$ cat config.mk
export PLATFORM = sky130hd
export DESIGN_NAME = get_reg_flat
export DESIGN_NICKNAME = d
export VERILOG_FILES = /design/src/rtl/get_reg_if.sv /design/src/rtl/get_reg.sv /design/src/flat_wrapper.sv
export SDC_FILE = /design/constraint.sdc
export NUM_CORES = 1
export LEC_CHECK = 0
export ABC_AREA = 1
export BUFFER_PORTS_ARGS = -buffer_cell sky130_fd_sc_hd__buf_2
export CAP_MARGIN = 40
export CORE_UTILIZATION = 30
export CTS_CLUSTER_DIAMETER = 100
export DETAILED_ROUTE_END_ITERATION = 7
export PLACE_DENSITY_LB_ADDON = 0.15
export SETUP_SLACK_MARGIN = 0.4
export SKIP_LAST_GASP = 1
export SLEW_MARGIN = 20
export SYNTH_ARGS = -nofsm -noshare
export SYNTH_HDL_FRONTEND = slang
export SYNTH_SLANG_ARGS = --single-unit
$ cat constraint.sdc
create_clock -name clk -period 0.99 [get_ports clk]
set_input_delay 0.1485 -clock clk [delete_from_list [all_inputs] [get_ports clk]]
set_output_delay 0.1485 -clock clk [all_outputs]
set_load 0.005 [all_outputs]
$ cat src/rtl/get_reg_if.sv
// Request/response bundle for the register-name lookup.
// The master drives the request side; the slave (the lookup) returns the result.
interface get_reg_if;
  logic        in_valid;
  logic [5:0]  idx;
  logic        out_valid;
  logic [31:0] name;
  logic        bad_idx;

  modport master (
    output in_valid,
    output idx,
    input  out_valid,
    input  name,
    input  bad_idx
  );

  modport slave (
    input  in_valid,
    input  idx,
    output out_valid,
    output name,
    output bad_idx
  );
endinterface

$ cat src/rtl/get_reg.sv
// RISC-V GPR index to ABI mnemonic lookup, registered with one cycle of latency.
// Names are ASCII, right-justified in 32 bits; indices 32..63 report "?" and bad_idx.
module get_reg (
  input logic      clk,
  input logic      reset_n,
  get_reg_if.slave bus
);

  logic [31:0] name_s;
  logic        bad_s;
  logic        out_valid_r;
  logic [31:0] name_r;
  logic        bad_idx_r;

  // Index 8 deliberately maps to "s0" rather than its "fp" alias.
  function automatic logic [31:0] abi_name(input logic [4:0] i);
    logic [31:0] n;
    case (i)
      5'd0:    n = 32'h7A65_726F;
      5'd1:    n = 32'h0000_7261;
      5'd2:    n = 32'h0000_7370;
      5'd3:    n = 32'h0000_6770;
      5'd4:    n = 32'h0000_7470;
      5'd5:    n = 32'h0000_7430;
      5'd6:    n = 32'h0000_7431;
      5'd7:    n = 32'h0000_7432;
      5'd8:    n = 32'h0000_7330;
      5'd9:    n = 32'h0000_7331;
      5'd10:   n = 32'h0000_6130;
      5'd11:   n = 32'h0000_6131;
      5'd12:   n = 32'h0000_6132;
      5'd13:   n = 32'h0000_6133;
      5'd14:   n = 32'h0000_6134;
      5'd15:   n = 32'h0000_6135;
      5'd16:   n = 32'h0000_6136;
      5'd17:   n = 32'h0000_6137;
      5'd18:   n = 32'h0000_7332;
      5'd19:   n = 32'h0000_7333;
      5'd20:   n = 32'h0000_7334;
      5'd21:   n = 32'h0000_7335;
      5'd22:   n = 32'h0000_7336;
      5'd23:   n = 32'h0000_7337;
      5'd24:   n = 32'h0000_7338;
      5'd25:   n = 32'h0000_7339;
      5'd26:   n = 32'h0073_3130;
      5'd27:   n = 32'h0073_3131;
      5'd28:   n = 32'h0000_7433;
      5'd29:   n = 32'h0000_7434;
      5'd30:   n = 32'h0000_7435;
      5'd31:   n = 32'h0000_7436;
      default: n = 32'h0000_003F;
    endcase
    return n;
  endfunction

  // Combinational decode of the requested index.
  always_comb begin
    name_s = 32'h0000_003F;
    bad_s  = 1'b1;
    if (bus.idx[5] == 1'b0) begin
      name_s = abi_name(bus.idx[4:0]);
      bad_s  = 1'b0;
    end else begin
      name_s = 32'h0000_003F;
      bad_s  = 1'b1;
    end
  end

  // Output registers; idle cycles drop valid but keep the last name and flag.
  always_ff @(posedge clk) begin
    if (!reset_n) begin
      out_valid_r <= 1'b0;
      name_r      <= 32'h0000_0000;
      bad_idx_r   <= 1'b0;
    end else if (bus.in_valid) begin
      out_valid_r <= 1'b1;
      name_r      <= name_s;
      bad_idx_r   <= bad_s;
    end else begin
      out_valid_r <= 1'b0;
    end
  end

  assign bus.out_valid = out_valid_r;
  assign bus.name      = name_r;
  assign bus.bad_idx   = bad_idx_r;

endmodule

$ cat src/flat_wrapper.sv
// flat-port wrapper written by rule: the top's interface ports become plain ports
module get_reg_flat 
  (clk, reset_n, bus_in_valid, bus_idx, bus_out_valid, bus_name, bus_bad_idx);
  get_reg_if bus_i ();
  input logic clk;
  input logic reset_n;
  input wire logic [$bits(bus_i.in_valid)-1:0] bus_in_valid;
  input wire logic [$bits(bus_i.idx)-1:0] bus_idx;
  output wire logic [$bits(bus_i.out_valid)-1:0] bus_out_valid;
  output wire logic [$bits(bus_i.name)-1:0] bus_name;
  output wire logic [$bits(bus_i.bad_idx)-1:0] bus_bad_idx;
  assign bus_i.in_valid = bus_in_valid;
  assign bus_i.idx = bus_idx;
  assign bus_out_valid = bus_i.out_valid;
  assign bus_name = bus_i.name;
  assign bus_bad_idx = bus_i.bad_idx;
  get_reg u_core (.clk(clk), .reset_n(reset_n), .bus(bus_i));
endmodule
Yosys cells after proc, flatten, opt, wreduce, memory -nomap -nowiden
Memory sizes are Yosys's and may differ from the RTL's.
Cells that the tools add are included.
{ "totals": {"register_bits": 34, "mem_bits_ro": 704, "input_bits": 9, "output_inout_bits": 34, "wordCells": 7, "memories": 1} }
{ "memory_table": {"columns": ["memory", "depth", "width", "rd", "rd_ports_with_merged_regs", "write_ports", "line_no", "source"], "rows": [
  ["(no name shown)", 32, 22, 1, 0, 0, "get_reg.sv:18", "case (i)"]
]} }
{ "op_classes": {"mux": 3} }
{ "ops": {"columns": ["cell", "count"], "rows": [
  ["two-way mux 32 bit", 1],
  ["two-way mux 1 bit", 2]
]} }

Depth between registers and ports, before layout
Gate-level depths: netlist of run 1.
An unclocked memory read counts as a cell.
{ "logic_depth": {"ltp_word": 2, "depth_mapped": 8, "depth_no_buf": 8} }

Worst setup path after synthesis of run 1
OpenSTA, ideal clock, no wires.
{ "synth_path": {"path_type": "input-to-reg", "startpoint": "input port bus_idx[0]", "endpoint": "register u_core.name_r[1] (netlist: u_core.bus.name[1])", "setup_time_ns": 0.118, "arrival_time_ns": 0.725, "required_ns": 0.872, "slack_ns": 0.147, "stages": 5, "n_path_buf": 0, "path_cell_list": "inv_1 > ha_1 > nor2_1 > nor3_1 > nor2_1"} }
{ "synth_via": {"elab_chain_cells": 2} }
{ "synth_rtl": {"columns": ["element", "line_no", "source"], "rows": [
  ["from (decl)", "flat_wrapper.sv:8", "input wire logic [$bits(bus_i.idx)-1:0] bus_idx;"],
  ["memory read (32 x 22 bit)", null, null],
  ["two-way mux 32 bit", "get_reg.sv:60", "if (bus.idx[5] == 1'b0) begin"],
  ["to (signal assigned)", "get_reg.sv:77", "name_r <= name_s;"],
  ["to (decl)", "get_reg.sv:12", "logic [31:0] name_r;"]
]} }
No other way between the ends.
A chain may end at the register's enable or synchronous reset.

==> results.toml, run 1 <==
[route]
antenna_left = 0
dr_total_vias = 1062
via_per_inst = 4.35
initialDrtViolationCount = 13
wire_per_inst_um = 11.1
drc_errors = 0
routed_wl_um = 2700
first_pass_iters = 5

[critical_path]
crit_fanout = 7
cpPeakStageDelay_ns = 0.37
crit_arrival_ns = 0.79
cp_cell_sequence = "buf_2"
cp_num_buf_inv = 1
critical_path_class = "reg -> out"
critPathCaptureType = "output port"
crit_slowest_cell = "dfxtp_4"
r2r_cells = 4
worstReg2RegStart = "u_core.bus.name[20]$_SDFFE_PN0P_"
timing.rr.end = "u_core.bus.name[20]$_SDFFE_PN0P_"
required_ns = 0.84
regToRegSetupSlack_ns = 0.23
critical-path-top-delay-family = "flip-flops"
crit_path_start_kind = "flip-flop"

[sta]
fin_ws_ns = 0.0512
fmax_mhz = 1070
grt_setup_unrepaired = "true"
post-route-min-period_ns = 0.939
fin_crit_sh_pct = 94.8
setup_viol = 0
drv_slew = 0
finalClockSkew_ns = 0
hold_violations = 0

[clock_tree]
cts_tree = "yes"
clk_path_buf_depth = 2
cts_max_level = 1
cts_root_buf = "clkbuf_4"
cts.sinks = 18
clk_latency_ns = 0.29
cts_hold_buf = 0
cts_made_buffers = 3
clkTransAtPathRegs_ns = 0.10

[logic_synthesis]
syn_area_um2 = 1100
synthFlopType = "dfxtp_1"
yosysUniqueCellTypes = 23
synth_cells = 158
netlist.area_leader.share_pct = 32.7
synth-edff-count = 0
yosysTopAreaCell = "dfxtp_1"
async_reset_ff_share_pct = 0
synth_area_per_cell_um2 = 6.98
yosysWarnings = 0
synth-seq-area-share_pct = 32.7
yosys_register_bits = 18
synth_area_leaders = "dfxtp_1 33%, nand2_1 14%, buf_4 11%"

[floorplanning]
die_h_um = 62.6
core_area_um2 = 3420
rows = 21
die-area_um2 = 3920
ioPinCount = 43
start_util_pct = 32.3
die_x_um = 62.6

[grt]
antenna_found_initial = 0
grt_pass1_vias = 986
grt_overflow = 0
grt_max_degree = 13
grtUsageTotal_pct = 14.3
grt_pass1_wl_um = 4390

[job]
maxCapViolCount = 0

[layout]
nets = 213
antennaDiodeCount = 0
final_cells = 244
area_growth_pct = 50.2
post-route-util_pct = 48.5
drive_above_1_share_pct = 61.1

[hold_path]
min_path_cells = 3
min_to = "u_core.bus.name[22]$_SDFFE_PN0P_"
worst_hold_startpoint = "reset_n"
hold_path.class = "in -> reg"

[placed_design]
portBuffers = 34
post-place-ws_ns = -0.0522
dp_cells = 230
place.gp.congestion = 0.844
place_hpwl_um = 1960

[pwr]
powerDensity_nw_per_um2 = 977
irDropWorstVdd_mv = 0.318
power_leakage_nw = 0.811

[run_status]
outcome = "finished clean"
## metrics by stage
step	hold slack (ns)	cell area (um2)	setup TNS (ns)	total power, W
3_3_place_gp	0.415	1320	-0.0230	0.00112
4_1_cts	0.121	1500	0	0.00156
5_1_grt	0.139	1660	0	0.00173
6_report	0.146	1660	0	0.00162
2_1_floorplan	0.246	1240	0	0.00104
3_5_place_dp	0.424	1320	-0.0768	0.00113
## cell families after synthesis
family | Yosys count | synth area share [%]
AOI/OAI and AO/OA | 22 | 10.8
adders and majority gates | 5 | 5.68
buffers and inverters | 37 | 21.6
DFF | 18 | 32.7
other | 1 | 0.340
and+or+nand+nor | 75 | 28.9
## report_power, final
part / total, W / switching (W) / internal, W
logic: 0.000440 / 0.000238 / 0.000202
registers: 0.000789 / 0.0000214 / 0.000768
clock network: 0.000388 / 0.000231 / 0.000157
total: 0.00162 / 0.000490 / 0.00113
## timing repair
| action | in CTS | in global routing |
|---|---|---|
| setup endpoints to repair | 42 | 42 |
| buffers inserted | 4 | 6 |
| gates resized for setup | 47 | 26 |
| cloned | 0 | 0 |
| pin swaps | 15 | 8 |
## flip-flops by register name, indices dropped and copies added (netlist names)
| name | cells |
|---|---|
| u_core.bus.name | 16 |
| u_core.bus.bad_idx | 1 |
| u_core.bus.out_valid | 1 |
## synth_stat cells (5+ instances only)
cell and count:
nand2_1 41, nand3_1 9, o21ai_1 6, dfxtp_1 18, nor2_1 15, ha_1 5
a21oi_1 10, inv_1 11, buf_4 16
## worst max path at each step
stage | startpoint | end | slack (ns) | cells past startpoint
floorplan | bus_in_valid | u_core.bus.name[1]$_SDFFE_PN0P_ | 0.18 | 7
global placement | bus_idx[1] | u_core.bus.name[22]$_SDFFE_PN0P_ | -0.02 | 9
detailed placement | bus_idx[1] | u_core.bus.name[22]$_SDFFE_PN0P_ | -0.05 | 9
CTS | u_core.bus.name[29]$_SDFFE_PN0P_ | bus_name[18] | 0.04 | 1
global route | u_core.bus.name[29]$_SDFFE_PN0P_ | bus_name[18] | 0.002 | 1
finish | u_core.bus.name[29]$_SDFFE_PN0P_ | bus_name[18] | 0.05 | 1
## layout make-up
cell class,count,area (um2)
tap,46,57.6
inverter,15,93.8
timing repair buffer,51,400
fill,355,1760
clock buffer,4,26.3
sequential,18,384
multi-input combinational,110,693
## per-layer routing
metal  track usage [%]  share of wire, %  vias to the layer above
met4              8.72               2.1                        0
met1              16.9                43                      468
met5                 0                 0                        -
li1                  -                 -                      556
met2              23.6                51                       33
met3              2.92               3.3                        5
## cells in the final DEF (no fill, tap or decap), drive strengths merged
| cell | netlist | final |
|---|---|---|
| nor3 | 3 | 3 |
| dfxtp | 18 | 18 |
| o21ai | 9 | 9 |
| nand4 | 1 | 1 |
| inv | 15 | 12 |
| buf | 22 | 51 |
| nor2 | 17 | 17 |
| a31oi | 1 | 1 |
| clkinvlp | 0 | 2 |
| a21oi | 12 | 12 |
| nand2 | 45 | 45 |
| clkbuf | 0 | 4 |
| conb | 1 | 8 |
| ha | 5 | 5 |
| clkinv | 0 | 1 |
| nand3 | 9 | 9 |
Note: power is estimated with default switching activity, not from simulation.
==> run 2, diff against run 1 <==
--- a/config.mk
+++ b/config.mk
@@ -8,7 +8,7 @@
 export ABC_AREA = 1
 export BUFFER_PORTS_ARGS = -buffer_cell sky130_fd_sc_hd__buf_2
 export CAP_MARGIN = 40
-export CORE_UTILIZATION = 30
+export CORE_UTILIZATION = 48
 export CTS_CLUSTER_DIAMETER = 100
 export DETAILED_ROUTE_END_ITERATION = 7
 export PLACE_DENSITY_LB_ADDON = 0.15
==> run 2 against run 1 <==
Against the previous run:
- routed wire length fell by 7.3%
- count of clock-buffer cells in the layout did not move
- die area fell by 36%
- combinational power fell by 5.7%
- maximum frequency rose by 0.72%
- final area fell by 3.7%
- cell count fell by 8.6%
- sequential share of layout area rose by 0.89 points
==> results.toml, run 2 (synthesized netlist as in run 1, its figures left out) <==
[floorplanning]
start_util_pct = 53.5
die_x_um = 49.9
ioPinCount = 43
die-area_um2 = 2490
rows = 16
die_h_um = 49.9
core_area_um2 = 2060

[hold_path]
min_path_cells = 3
hold_path.class = "in -> reg"
min_to = "u_core.bus.out_valid$_SDFF_PN0_"
worst_hold_startpoint = "bus_in_valid"

[layout]
final_area_um2 = 1590
area_growth_pct = 44.6
nets = 211
largest_reg_flops = 16
antennaDiodeCount = 0
final_cell_mix = "24 x nand2_1, 24 x buf_2, 16 x nand2_2, 16 x dfxtp_2, 13 x buf_6"
drive_above_1_share_pct = 62.2

[critical_path]
crit_slowest_cell = "dfxtp_4"
cpPeakStageDelay_ns = 0.37
timing.rr.end = "u_core.bus.name[10]$_SDFFE_PN0P_"
worstReg2RegStart = "u_core.bus.name[10]$_SDFFE_PN0P_"
critPathCaptureType = "output port"
r2r_cells = 4
crit_arrival_ns = 0.78
critical_path_class = "reg -> out"
crit_fanout = 7
cp_cell_sequence = "buf_2"
regToRegSetupSlack_ns = 0.22
crit_path_start_kind = "flip-flop"
required_ns = 0.84
critical-path-top-delay-family = "flip-flops"
cp_num_buf_inv = 1

[pwr]
irDropWorstVdd_mv = 0.608
finalPower_w = 0.00166
power_leakage_nw = 0.795
powerDensity_nw_per_um2 = 1040

[route]
via_per_inst = 4.74
routed_wl_um = 2500
drc_errors = 0
first_pass_iters = 4
antenna_left = 0
wire_per_inst_um = 11.2
initialDrtViolationCount = 21
dr_total_vias = 1058

[sta]
fin_crit_sh_pct = 94.2
finalClockSkew_ns = 0
fmax_mhz = 1070
drv_slew = 0
setup_viol = 0
post-route-min-period_ns = 0.932
grt_setup_unrepaired = "true"
hold_violations = 0
fin_ws_ns = 0.0579

[grt]
antenna_found_initial = 0
grt_pass1_wl_um = 3950
grt_max_degree = 13
grtUsageTotal_pct = 20.7
grt_pass1_vias = 902
grt_overflow = 0

[clock_tree]
clk_path_buf_depth = 2
clk_latency_ns = 0.29
clkTransAtPathRegs_ns = 0.10
cts_hold_buf = 0
cts_tree = "yes"
cts_made_buffers = 3
cts_root_buf = "clkbuf_4"
cts.sinks = 18
cts_max_level = 1

[placed_design]
place.gp.congestion = 0.802
place_hpwl_um = 1800
post-place-ws_ns = -0.0415
place_area_um2 = 1280
portBuffers = 34

[run_status]
outcome = "finished clean"

[job]
maxCapViolCount = 0
run 2: changes by cell type in the layout (fill, tap and decap cells not counted), moves of 2 or more:
cell,delta
buf_6,+7
buf_12,-3
buf_4,-3
a21oi_1,-2
a21oi_2,+2
buf_2,-2
buf_8,-2
ha_1,+2
nand2_1,-2
nand2_2,+2
nor2_1,-2
nor2_2,+2
run 2: how the worst max path moves through the flow:
stage	slack, ns	start	end	cells after the start
2_1_floorplan	0.18	bus_in_valid	u_core.bus.name[1]$_SDFFE_PN0P_	7
3_3_place_gp	-0.03	bus_idx[1]	u_core.bus.name[22]$_SDFFE_PN0P_	9
3_5_place_dp	-0.04	bus_idx[1]	u_core.bus.name[22]$_SDFFE_PN0P_	9
4_1_cts	0.05	u_core.bus.name[29]$_SDFFE_PN0P_	bus_name[28]	1
5_1_grt	0.03	u_core.bus.name[29]$_SDFFE_PN0P_	bus_name[28]	1
6_report	0.06	u_core.bus.name[29]$_SDFFE_PN0P_	bus_name[28]	1
run 2: metal layers:
layer | global-route usage, % | wire, um | vias to the layer above
met3 | 0.926 | 88 | 4
met2 | 34.9 | 1290 | 35
met4 | 10.0 | 45 | 0
met1 | 26.8 | 1080 | 463
met5 | 0 | 0 | -
li1 | - | - | 556
run 2: area by class of cell:
cell class,count,area [um2]
multi-input cells,110,691
fillers,162,468
flip-flops and latches,18,384
clock buffers,4,36.3
repair buffers,49,364
inverters,15,85.1
well taps,27,33.8
run 2: timing repair:
action / 4_1_cts / 5_1_grt
pin swaps: 10 / 15
setup endpoints to repair: 41 / 42
hold endpoints to repair: 0 / 0
buffers inserted: 4 / 4
gates resized for setup: 41 / 33
run 2: where the power goes:
part / switching (W) / total [W] / leakage (nW) / internal, W
clock network: 0.000226 / 0.000450 / 0.0210 / 0.000224
registers: 0.0000250 / 0.000793 / 0.155 / 0.000768
logic: 0.000228 / 0.000415 / 0.619 / 0.000187
total: 0.000479 / 0.00166 / 0.795 / 0.00118
run 2: per-stage QoR:
| step | hold slack (ns) | setup TNS [ns] | utilization (%) | instances |
|---|---|---|---|---|
| finish | 0.114 | 0 | 77.3 | 223 |
| global route | 0.128 | 0 | 77.3 | 223 |
| CTS | 0.0891 | 0 | 69.9 | 219 |
| detailed placement | 0.419 | -0.0480 | 62.3 | 211 |
| global placement | 0.409 | -0.0255 | 62.3 | 211 |
| floorplan | 0.246 | 0 | - | 165 |
==> run 3, diff against run 2 <==
--- a/config.mk
+++ b/config.mk
@@ -12,7 +12,6 @@
 export CTS_CLUSTER_DIAMETER = 100
 export DETAILED_ROUTE_END_ITERATION = 7
 export PLACE_DENSITY_LB_ADDON = 0.15
-export SETUP_SLACK_MARGIN = 0.4
 export SKIP_LAST_GASP = 1
 export SLEW_MARGIN = 20
 export SYNTH_ARGS = -nofsm -noshare
==> run 3 against run 2 <==
Against the previous run:
- critical path depth is the same
- utilization shrank 14 points
- die area is the same
- largest cell class unchanged
==> results.toml, run 3 (synthesized netlist as in run 1, its figures left out) <==
[grt]
grt_use_met1_pct = 22.9
grtUsageTotal_pct = 19.2
grt_pass1_vias = 870
grt_overflow = 0
antenna_found_initial = 0
grt_max_degree = 11
busiest_layer = "met2"
met3_usage_pct = 1.85
grt_pass1_wl_um = 3620
met2_usage_pct = 34.2

[floorplanning]
core_area_um2 = 2060
die_x_um = 49.9
die_h_um = 49.9
die-area_um2 = 2490
ioPinCount = 43
rows = 16
start_util_pct = 53.5

[sta]
drv_slew = 0
fin_ws_ns = 0.0402
holdWs_ns = 0.115
hold_violations = 0
fin_crit_sh_pct = 95.9
post-route-min-period_ns = 0.950
fmax_mhz = 1050
setup_viol = 0
grt_setup_unrepaired = "false"
finalClockSkew_ns = 0

[critical_path]
required_ns = 0.84
crit_slowest_cell = "dfxtp_1"
critPathCaptureType = "output port"
critical-path-top-delay-family = "flip-flops"
r2r_cells = 4
crit_fanout = 4
cpPeakStageDelay_ns = 0.38
crit_path_start_kind = "flip-flop"
cp_num_buf_inv = 1
cp_num_cells = 1
crit_arrival_ns = 0.80
cp_cell_sequence = "buf_2"
critical_path_class = "reg -> out"

[pwr]
power_leakage_nw = 0.729
powerDensity_nw_per_um2 = 1190
irDropWorstVdd_mv = 0.857

[layout]
largest_reg_flops = 16
final_common_cell = "nand2_1"
register_area_um2 = 362
multi_input_area_um2 = 531
drive_above_1_share_pct = 33.3
antennaDiodeCount = 0
final_cells = 222
area_growth_pct = 17.6
post-route-util_pct = 62.9
fillers = 192
nets = 210
final_cell_mix = "41 x nand2_1, 34 x buf_2, 17 x dfxtp_1, 15 x nor2_1, 14 x buf_4"

[route]
initialDrtViolationCount = 14
drc_errors = 0
wire_per_inst_um = 9.94
routed_wl_um = 2210
first_pass_iters = 4
dr_total_vias = 1017
via_per_inst = 4.58
antenna_left = 0

[run_status]
outcome = "finished clean"

[placed_design]
post-place-ws_ns = -0.0660
place_hpwl_um = 1840
portBuffers = 34
place.gp.congestion = 0.847
dp_cells = 218

[clock_tree]
cts_max_level = 1
clkTransAtPathRegs_ns = 0.10
cts_tree = "yes"
cts.sinks = 18
cts_root_buf = "clkbuf_4"
clk_path_buf_depth = 2
cts_made_buffers = 3
clk_latency_ns = 0.29

[hold_path]
hold_path.class = "in -> reg"
min_path_cells = 3

[job]
maxCapViolCount = 0
## run 3: power breakdown
group | switching [W] | internal, W
sequential | 0.0000174 | 0.000763
combinational | 0.000178 | 0.000132
clock | 0.000227 | 0.000224
total | 0.000423 | 0.00112
## run 3: area by class of cell
cell class              instances  area share [%]
repair buffers                 48            21.2
well taps                      27            2.61
inverters                      15            4.54
flip-flops and latches         18            27.9
multi-input cells             110            40.9
clock buffers                   4            2.80
## run 3: per-stage QoR
step	setup TNS (ns)	total power, W	cell area, um2
after detailed placement	-0.213	0.00111	1260
after floorplan	0	0.00101	1130
final	0	0.00154	1300
after CTS	0	0.00155	1300
after global routing	0	0.00163	1300
after global placement	-0.135	0.00110	1260
## run 3: repair_timing
item                       4_1_cts  5_1_grt
setup endpoints to repair        6        0
hold buffers                     0        0
resized for setup                1        0
buffers inserted                 0        0
## run 3: worst paths after layout
kind                                                       start                                to  slack, ns
worst min register to register   u_core.bus.name[5]$_SDFFE_PN0P_   u_core.bus.name[5]$_SDFFE_PN0P_       0.46
worst max register to register   u_core.bus.name[3]$_SDFFE_PN0P_   u_core.bus.name[3]$_SDFFE_PN0P_       0.31
worst max-delay path            u_core.bus.name[22]$_SDFFE_PN0P_                      bus_name[22]       0.04
worst min-delay path                                     reset_n  u_core.bus.name[22]$_SDFFE_PN0P_       0.12
## run 3: worst reg2reg max path: cells and delay by family, from the launching register on
kind | cells | cell delay, ns
AND/OR/NAND/NOR | 2 | 0.13
buffers and inverters | 1 | 0.05
flip-flops | 1 | 0.33
AO/OA/AOI/OAI | 1 | 0.07
## run 3: per-layer routing
| metal | vias to the layer above | routed length [um] |
|---|---|---|
| met5 | - | 0 |
| met4 | 0 | 28 |
| met3 | 4 | 69 |
| met2 | 29 | 1100 |
| met1 | 437 | 1010 |
| li1 | 547 | - |
